$ cat src/rtl/cdb_pkg.sv
// Shared types and widths for the CDB writeback arbiter.
package cdb_pkg;

  localparam int unsigned REG_W         = 5;
  localparam int unsigned TAG_W         = 5;
  localparam int unsigned DATA_W        = 32;
  localparam int unsigned DEPTH_DEFAULT = 4;

  // One completed result as queued and broadcast on the CDB.
  typedef struct packed {
    logic [REG_W-1:0]  dst;
    logic [TAG_W-1:0]  tag;
    logic [DATA_W-1:0] data;
  } cdb_entry_t;

endpackage

$ cat src/rtl/cdb_fifo.sv
// Two-write / one-read result FIFO. wr1 is only meaningful together with wr0
// and lands in the slot after wr0. Storage is deliberately not reset.
module cdb_fifo
  import cdb_pkg::*;
#(
  parameter int unsigned DEPTH = DEPTH_DEFAULT
) (
  input  logic                     clk,
  input  logic                     rst_n,
  input  logic                     wr0_i,
  input  cdb_entry_t               wr0_data_i,
  input  logic                     wr1_i,
  input  cdb_entry_t               wr1_data_i,
  input  logic                     pop_i,
  output cdb_entry_t               head_o,
  output logic [$clog2(DEPTH):0]   count_o,
  output logic [$clog2(DEPTH):0]   free_o
);

  localparam int unsigned PTR_W = $clog2(DEPTH);
  localparam int unsigned CNT_W = PTR_W + 1;

  cdb_entry_t       mem_q [DEPTH];
  logic [PTR_W-1:0] wr_ptr_q, wr_ptr_d, wr_ptr_nx;
  logic [PTR_W-1:0] rd_ptr_q, rd_ptr_d;
  logic [CNT_W-1:0] count_q, count_d;

  // Next pointer/count state; pointers wrap naturally on a power-of-two depth.
  always_comb begin
    wr_ptr_nx = wr_ptr_q + PTR_W'(1);
    wr_ptr_d  = wr_ptr_q + PTR_W'(wr0_i) + PTR_W'(wr1_i);
    rd_ptr_d  = rd_ptr_q + PTR_W'(pop_i);
    count_d   = count_q + CNT_W'(wr0_i) + CNT_W'(wr1_i) - CNT_W'(pop_i);
  end

  // Pointer and occupancy registers.
  always_ff @(posedge clk or negedge rst_n) begin
    if (!rst_n) begin
      wr_ptr_q <= '0;
      rd_ptr_q <= '0;
      count_q  <= '0;
    end else begin
      wr_ptr_q <= wr_ptr_d;
      rd_ptr_q <= rd_ptr_d;
      count_q  <= count_d;
    end
  end

  // Entry storage: wr0 at the write pointer, wr1 right behind it.
  always_ff @(posedge clk) begin
    if (wr0_i) mem_q[wr_ptr_q]  <= wr0_data_i;
    if (wr1_i) mem_q[wr_ptr_nx] <= wr1_data_i;
  end

  assign head_o  = mem_q[rd_ptr_q];
  assign count_o = count_q;
  // Slots available to this cycle's pushes once the same-cycle pop is counted.
  assign free_o  = CNT_W'(DEPTH) - count_q + CNT_W'(pop_i);

endmodule

$ cat src/rtl/cdb_writeback_arb.sv
// Writeback arbiter: queues ALU and load results and broadcasts one per cycle
// on the CDB. Optional same-cycle bypass on an empty queue: CDB_BYPASS_EN.
module cdb_writeback_arb
  import cdb_pkg::*;
#(
  parameter int unsigned DEPTH = DEPTH_DEFAULT
) (
  input  logic              clk,
  input  logic              rst,
  input  logic              we_ALU,
  input  logic [REG_W-1:0]  dst_ALU,
  input  logic [TAG_W-1:0]  tag_ALU,
  input  logic [DATA_W-1:0] data_ALU,
  input  logic              we_LW,
  input  logic [REG_W-1:0]  dst_LW,
  input  logic [TAG_W-1:0]  tag_LW,
  input  logic [DATA_W-1:0] data_LW,
  output logic              cdb_valid,
  output logic [REG_W-1:0]  cdb_dst,
  output logic [TAG_W-1:0]  cdb_tag,
  output logic [DATA_W-1:0] cdb_data,
  output logic              almost_full,
  output logic              ovf_err
);

  localparam int unsigned CNT_W = $clog2(DEPTH) + 1;

  cdb_entry_t       lw_entry, alu_entry, head, wr0_data, cdb_entry;
  logic [CNT_W-1:0] count, free;
  logic             nonempty, pop;
  logic             byp_lw, byp_alu;
  logic             lw_req, alu_req, lw_acc, alu_acc;
  logic             wr0, wr1;
  logic             ovf_q, ovf_d;

  assign lw_entry  = {dst_LW, tag_LW, data_LW};
  assign alu_entry = {dst_ALU, tag_ALU, data_ALU};
  assign nonempty  = (count != '0);
  // No CDB backpressure: the head leaves every cycle the queue holds something.
  assign pop       = nonempty;

`ifdef CDB_BYPASS_EN
  // On an empty queue one result goes straight to the CDB; loads win if both.
  assign byp_lw  = ~nonempty & we_LW;
  assign byp_alu = ~nonempty & we_ALU & ~we_LW;
`else
  assign byp_lw  = 1'b0;
  assign byp_alu = 1'b0;
`endif

  // Admission: loads are older so they take the first slot; ALU drops first.
  always_comb begin
    lw_req   = we_LW & ~byp_lw;
    alu_req  = we_ALU & ~byp_alu;
    lw_acc   = lw_req & (free != '0);
    alu_acc  = alu_req & (free > CNT_W'(lw_acc));
    wr0      = lw_acc | alu_acc;
    wr1      = lw_acc & alu_acc;
    wr0_data = lw_acc ? lw_entry : alu_entry;
    ovf_d    = ovf_q | (lw_req & ~lw_acc) | (alu_req & ~alu_acc);
  end

  cdb_fifo #(.DEPTH(DEPTH)) u_fifo (
    .clk        (clk),
    .rst_n      (rst),
    .wr0_i      (wr0),
    .wr0_data_i (wr0_data),
    .wr1_i      (wr1),
    .wr1_data_i (alu_entry),
    .pop_i      (pop),
    .head_o     (head),
    .count_o    (count),
    .free_o     (free)
  );

  // Sticky overflow flag, cleared only by reset.
  always_ff @(posedge clk or negedge rst) begin
    if (!rst) ovf_q <= 1'b0;
    else      ovf_q <= ovf_d;
  end

  // CDB source select; everything reads zero when nothing is broadcast.
  always_comb begin
    cdb_valid = 1'b0;
    cdb_entry = '0;
    if (byp_lw) begin
      cdb_valid = 1'b1;
      cdb_entry = lw_entry;
    end else if (byp_alu) begin
      cdb_valid = 1'b1;
      cdb_entry = alu_entry;
    end else if (nonempty) begin
      cdb_valid = 1'b1;
      cdb_entry = head;
    end
  end

  assign cdb_dst     = cdb_entry.dst;
  assign cdb_tag     = cdb_entry.tag;
  assign cdb_data    = cdb_entry.data;
  // Threshold leaves room for one more dual push.
  assign almost_full = (count >= CNT_W'(DEPTH - 2));
  assign ovf_err     = ovf_q;

endmodule
$ cat config.mk
export PLATFORM = sky130hd
export DESIGN_NAME = cdb_writeback_arb
export DESIGN_NICKNAME = d
export VERILOG_FILES = /design/src/rtl/cdb_pkg.sv /design/src/rtl/cdb_fifo.sv /design/src/rtl/cdb_writeback_arb.sv
export SDC_FILE = /design/constraint.sdc
export NUM_CORES = 1
export LEC_CHECK = 0
export BUFFER_PORTS_ARGS = -buffer_cell sky130_fd_sc_hd__buf_2
export CAP_MARGIN = 20
export CORE_ASPECT_RATIO = 1.2
export CORE_MARGIN = 5
export CORE_UTILIZATION = 45
export DETAILED_ROUTE_END_ITERATION = 10
export GPL_TIMING_DRIVEN = 0
export PLACE_DENSITY = 0.65
export SYNTH_ARGS = -nofsm -noshare
export SYNTH_HDL_FRONTEND = slang
export SYNTH_SLANG_ARGS = --single-unit
export TNS_END_PERCENT = 30
$ cat constraint.sdc
create_clock -name clk -period 6.15 [get_ports clk]
set_input_delay 0.3075 -clock clk [delete_from_list [all_inputs] [get_ports clk]]
set_output_delay 0.3075 -clock clk [all_outputs]
set_load 0.005 [all_outputs]
# After elaboration in Yosys (flattened, before gate mapping)
# Memory sizes are Yosys's and may differ from the RTL's.
# Index checks and enable logic that the tools add are counted.
[word_totals]
wordCells = 35
out_inout_bits = 45
mem_bits_rw = 168
memories = 1
regBits = 8
input_bits = 88
[op_classes]
n_bitwise = 10
addsub = 9
muxes = 7
n_lt_le_gt_ge = 2
reduce_logical = 2
[mem_list]
columns = ["memory", "depth", "word_bits", "read_ports", "rd_ports_with_merged_regs", "wr", "line", "rtl"]
rows = [
  ["u_fifo.mem_q", 4, 42, 1, 0, 2, "cdb_fifo.sv:23", "cdb_entry_t mem_q [DEPTH];"],
]
[op_table]
columns = ["cell", "n"]
rows = [
  ["two-way mux 42 bit", 2],
  ["adder 3 x 1 -> 3 bit", 3],
  ["adder 2 x 1 -> 2 bit", 3],
  ["nonzero test 3 bit", 2],
  ["AND 1 bit", 5],
  ["two-way mux 1 bit", 5],
  [">= comparator 3 x 2 -> 1 bit, second input constant", 1],
  ["greater-than comparator 3 x 1 -> 1 bit", 1],
  ["OR 1 bit", 3],
  ["subtractor 3 x 1 -> 3 bit", 1],
  ["subtractor 3 bit, first input constant", 1],
  ["adder 2 x 1 -> 2 bit, second input constant", 1],
  ["inverter 1 bit", 2],
]

# Depth between registers and ports, before layout
[depth]
ltp_word = 10
ltp_mapped = 18
depth_no_buf = 15

# By module
# A second synthesis with hierarchy kept.
[hier_totals]
hier_cells = 552
area_unflattened_um2 = 9665.5
[by_module_without_submodules]
columns = ["module", "area_per_inst_um2", "seq_area_each_um2", "cells_each", "instances"]
rows = [
  ["cdb_fifo", 8520.7, 5220.0, 444, 1],
  ["cdb_writeback_arb", 1144.8, 25.0, 108, 1],
]

# Worst setup path before layout
# No wires, ideal clock.
[synth_path]
path_type = "register -> register"
from = "register u_fifo.count_q[2], in the netlist u_fifo.count_o[2]"
to = "memory u_fifo.mem_q[0][0] (netlist bit) (enable)"
n_path_buf = 3
setup_ps = 457
path_slack_ps = 459
stages_incl_launch_ff = 15
required_time_ps = 5693
arrival_ps = 5234
path_cell_list = "dfrtp_1 nor3_1 clkbuf_1 ha_1 inv_1 ha_1 nand2b_1 o21a_1 buf_6 ha_1 nor2_1 o31ai_4 or2_1 clkbuf_1 o22ai_1"
[synth_lines]
columns = ["item", "line", "rtl"]
rows = [
  ["start, declared", "cdb_fifo.sv:26", "logic [CNT_W-1:0] count_q, count_d;"],
  ["start signal, assigned", "cdb_fifo.sv:45", "count_q <= count_d;"],
  ["end, declared", "cdb_fifo.sv:23", ""],
]

# Worst setup path in the final report
[layout_path]
from = "register u_fifo.count_q[2], in the netlist u_fifo.count_o[2]"
to = "register u_fifo.count_q[1], in the netlist u_fifo.count_o[1]"
[layout_between]
elab_chain_cells = 10
word_cells_on_any_way = 12
cone_classes = "add/sub (5); order compare (1); bitwise (4); reduce/logical (2)"
[layout_rtl]
columns = ["item", "line", "rtl"]
rows = [
  ["subtractor 3 bit or nonzero test 3 bit (tied branches)", "cdb_fifo.sv:58, cdb_writeback_arb.sv:38", ""],
  ["adder 3 x 1 -> 3 bit", "cdb_fifo.sv:58", "assign free_o = CNT_W'(DEPTH) - count_q + CNT_W'(pop_i);"],
  ["nonzero test 3 bit", "cdb_writeback_arb.sv:55", "lw_acc = lw_req & (free != '0);"],
  ["AND 1 bit", "cdb_writeback_arb.sv:55", ""],
  ["greater-than comparator 3 x 1 -> 1 bit", "cdb_writeback_arb.sv:56", "alu_acc = alu_req & (free > CNT_W'(lw_acc));"],
  ["AND 1 bit", "cdb_writeback_arb.sv:56", ""],
  ["OR 1 bit", "cdb_writeback_arb.sv:57", "wr0 = lw_acc | alu_acc;"],
  ["adder 3 x 1 -> 3 bit (2 in series)", "cdb_fifo.sv:33", "count_d = count_q + CNT_W'(wr0_i) + CNT_W'(wr1_i) - CNT_W'(pop_i);"],
  ["subtractor 3 x 1 -> 3 bit *", "cdb_fifo.sv:33", ""],
  ["via u_fifo.count_d[1]", "cdb_fifo.sv:26", ""],
]
# The timed path passes the listed nets; every way through them passes the cells marked *.

==> impl_metrics.toml <==
[status]
status = "finished clean"

[yosys]
syn_area_sq_um = 8980
synth.area.top_cells = "edfxtp_1, mux2_2, mux4_2, nor2b_1, dfrtp_1"
synthSimpleGateAreaFrac_pct = 3.51
synth_edf_count = 168
synth_xor_area_share_pct = 0.390
syn_inst = 510
synthAdderAreaFrac_pct = 1.51
ys_seq_area_share_pct = 58.4
avgSynthCellArea_sq_um = 17.6
synth_top_family_by_area = "multiplexers"
ys_types = 28
ys_seq_elements = 176
syn-num-nets = 607
synthArstFlopShare_pct = 4.55
yosys_warnings = 0
synth_top_area_share_pct = 56.2
ys.flop_type = "edfxtp_1"
synth_top_area_cell = "edfxtp_1"
yosys-top-cells-count = "edfxtp_1, mux2_2, mux4_2, nor2b_1, buf_6"
synth_compound_area_share_pct = 1.21
synth_mux_area_share_pct = 31.6

[placed_design]
gp_congestion = 0.685
pre_cts_slack_ns = 0.840
io_buffers = 132
dp_cells = 912
dp_hpwl_um = 13800

[clocking]
holdBufCountCts = 1
cts_max_level = 4
cts_tree = "done"
cts_repair_resize_count = 0
cts_buffers = 17
root_buffer = "clkbuf_16"
clkSlewWorstSetupHoldPaths_ns = 0.07
ctsLongestPathBuffers = 2
post_cts_buffers = 0
clkLatencyLatePin_ns = 0.43
clock_sinks = 176

[sta]
worst_slack_ns = 0.873
drv_slew = 0
setup_violations = 0
max_freq_ghz = 0.189
tightestPinTransition_ns = 0.791
fin_skew_ns = 0.00900
rsz0062_at_grt = "no"
post-route-min-period_ns = 5.28
slew_headroom_pct = 47.3
fin_crit_sh_pct = 85.8
hold_violations = 0

[global_routing]
antenna_found_initial = 3
grt_pass1_wl_um = 32500
grt_pass1_vias = 5850
grt_max_degree = 21
grt-ovfl-total = 0
grt_usage_pct = 18.7

[hold_path]
hold_class = "input pin to flop"

[cells_and_area]
area_delta_synth_final_pct = 20.7
drive_gt1_share_pct = 60.4
nNetsFinal = 768
fin_cells = 948

[floorplanning]
initial_core_util_pct = 45.8
die-height_um = 165
ios = 133
dieArea_sq_um = 22900
fp.coreArea_sq_um = 19600
die_w_um = 139
rows = 56

[routing]
drc_errors = 0
drt_iter0_drc = 249
num_vias = 5152
wl_um = 20700
drt-wirelength-per-cell_um = 21.8
drt_pass1_iterations = 4
ant_nets = 0
via_per_inst = 5.43

[critical_path]
crit_required_ns = 6.45
critPathCaptureType = "flop"
start_kind = "flop"
arrival_ns = 5.58
worstSetupPathType = "flop to flop"
critPathMaxFanout = 10

[power_and_ir_drop]
ir_drop_mv = 0.274
power.leakage_nw = 3.94
power_density_nw_per_um2 = 576

[job]
cap_viol_max_count = 0
metrics by stage:
step                      hold WS (ns)  area (sq um)  utilization, %  power [mW]  setup TNS, ns
after floorplan                 0.0119          8980               -        4.10              0
after global placement           0.167          9970            50.8        5.02        -423.64
after detailed placement         0.167         10200            52.2        5.28              0
after CTS                        0.196         10800            55.2        6.35              0
after global routing             0.204         10800            55.2        6.62              0
final                            0.216         10800            55.2        6.24              0
layout by cell type (no fill, tap or decap), types with 8 or more instances in the layout:
cell type  instances
buf_2            137
buf_6             17
clkbuf_1          11
clkbuf_16         17
dfrtp_1            8
edfxtp_1         168
inv_1             12
mux2_2           168
mux4_2            42
nor2b_1           42
registers in the layout, summed over array words and instances, names as in the netlist:
| name | cells |
|---|---|
| u_fifo.mem_q | 168 |
| u_fifo.rd_ptr_q | 2 |
| u_fifo.count_o | 3 |
| ovf_err | 1 |
| u_fifo.wr_ptr_q | 2 |
worst max-delay path, cell delays in order (launching register included):
cell      delay [ns]
dfrtp_1         0.42
nor3_1          0.55
clkbuf_1        0.53
ha_1            0.26
inv_1           0.04
ha_1            0.32
nand2b_1        0.17
o21a_1          0.19
buf_6           0.14
ha_1            0.29
nor2_1          0.07
o31ai_4         0.40
or2_1           0.16
clkbuf_1        0.41
ha_1            0.34
fa_1            0.37
inv_1           0.08
fa_1            0.41
power by group:
part | internal [mW] | total [mW] | switching, mW | leakage (nW)
clock network | 0.573 | 1.06 | 0.488 | 0.280
registers | 2.05 | 2.18 | 0.125 | 1.66
logic | 1.52 | 3.00 | 1.48 | 2.00
path summary, 6_finish.rpt:
kind                                   start                   to  cells past startpoint  slack (ns)
max                        u_fifo.count_o[2]    u_fifo.count_o[1]                     17        0.87
min                               tag_ALU[0]  u_fifo.mem_q[3][32]                      2        0.22
max reg2reg                u_fifo.count_o[2]    u_fifo.count_o[1]                     17        0.87
min reg2reg                          ovf_err              ovf_err                      1        0.47
max in group asynchronous                rst    u_fifo.count_o[0]                      2        5.70
min in group asynchronous                rst   u_fifo.wr_ptr_q[0]                      2        0.27
per-layer routing:
layer	share of wire, %	vias up	global-route usage (%)	wire [um]
met5	0.034	-	0	7
met4	1.2	2	5.60	245
met3	4.0	23	4.11	820
met2	53	117	32.9	10900
met1	42	2667	23.2	8650
li1	-	2343	-	-
cells by family after synthesis:
| kind of cell | after synthesis |
|---|---|
| compound gates | 13 |
| xor+xnor | 4 |
| fa+ha+maj | 9 |
| buf+inv | 45 |
| flops | 176 |
| mux | 210 |
| simple gates | 53 |
area by class of cell:
type	instances	area (sq um)
Antenna cell	3	7.51
Buffer	33	256
Clock buffer	17	425
Clock inverter	15	151
Fill cell	1615	8790
Inverter	12	45.0
Multi-Input combinational cell	289	3490
Sequential cell	176	5250
Tap cell	261	327
Timing Repair Buffer	142	888
No activity file was read; power rests on OpenSTA's default activity.
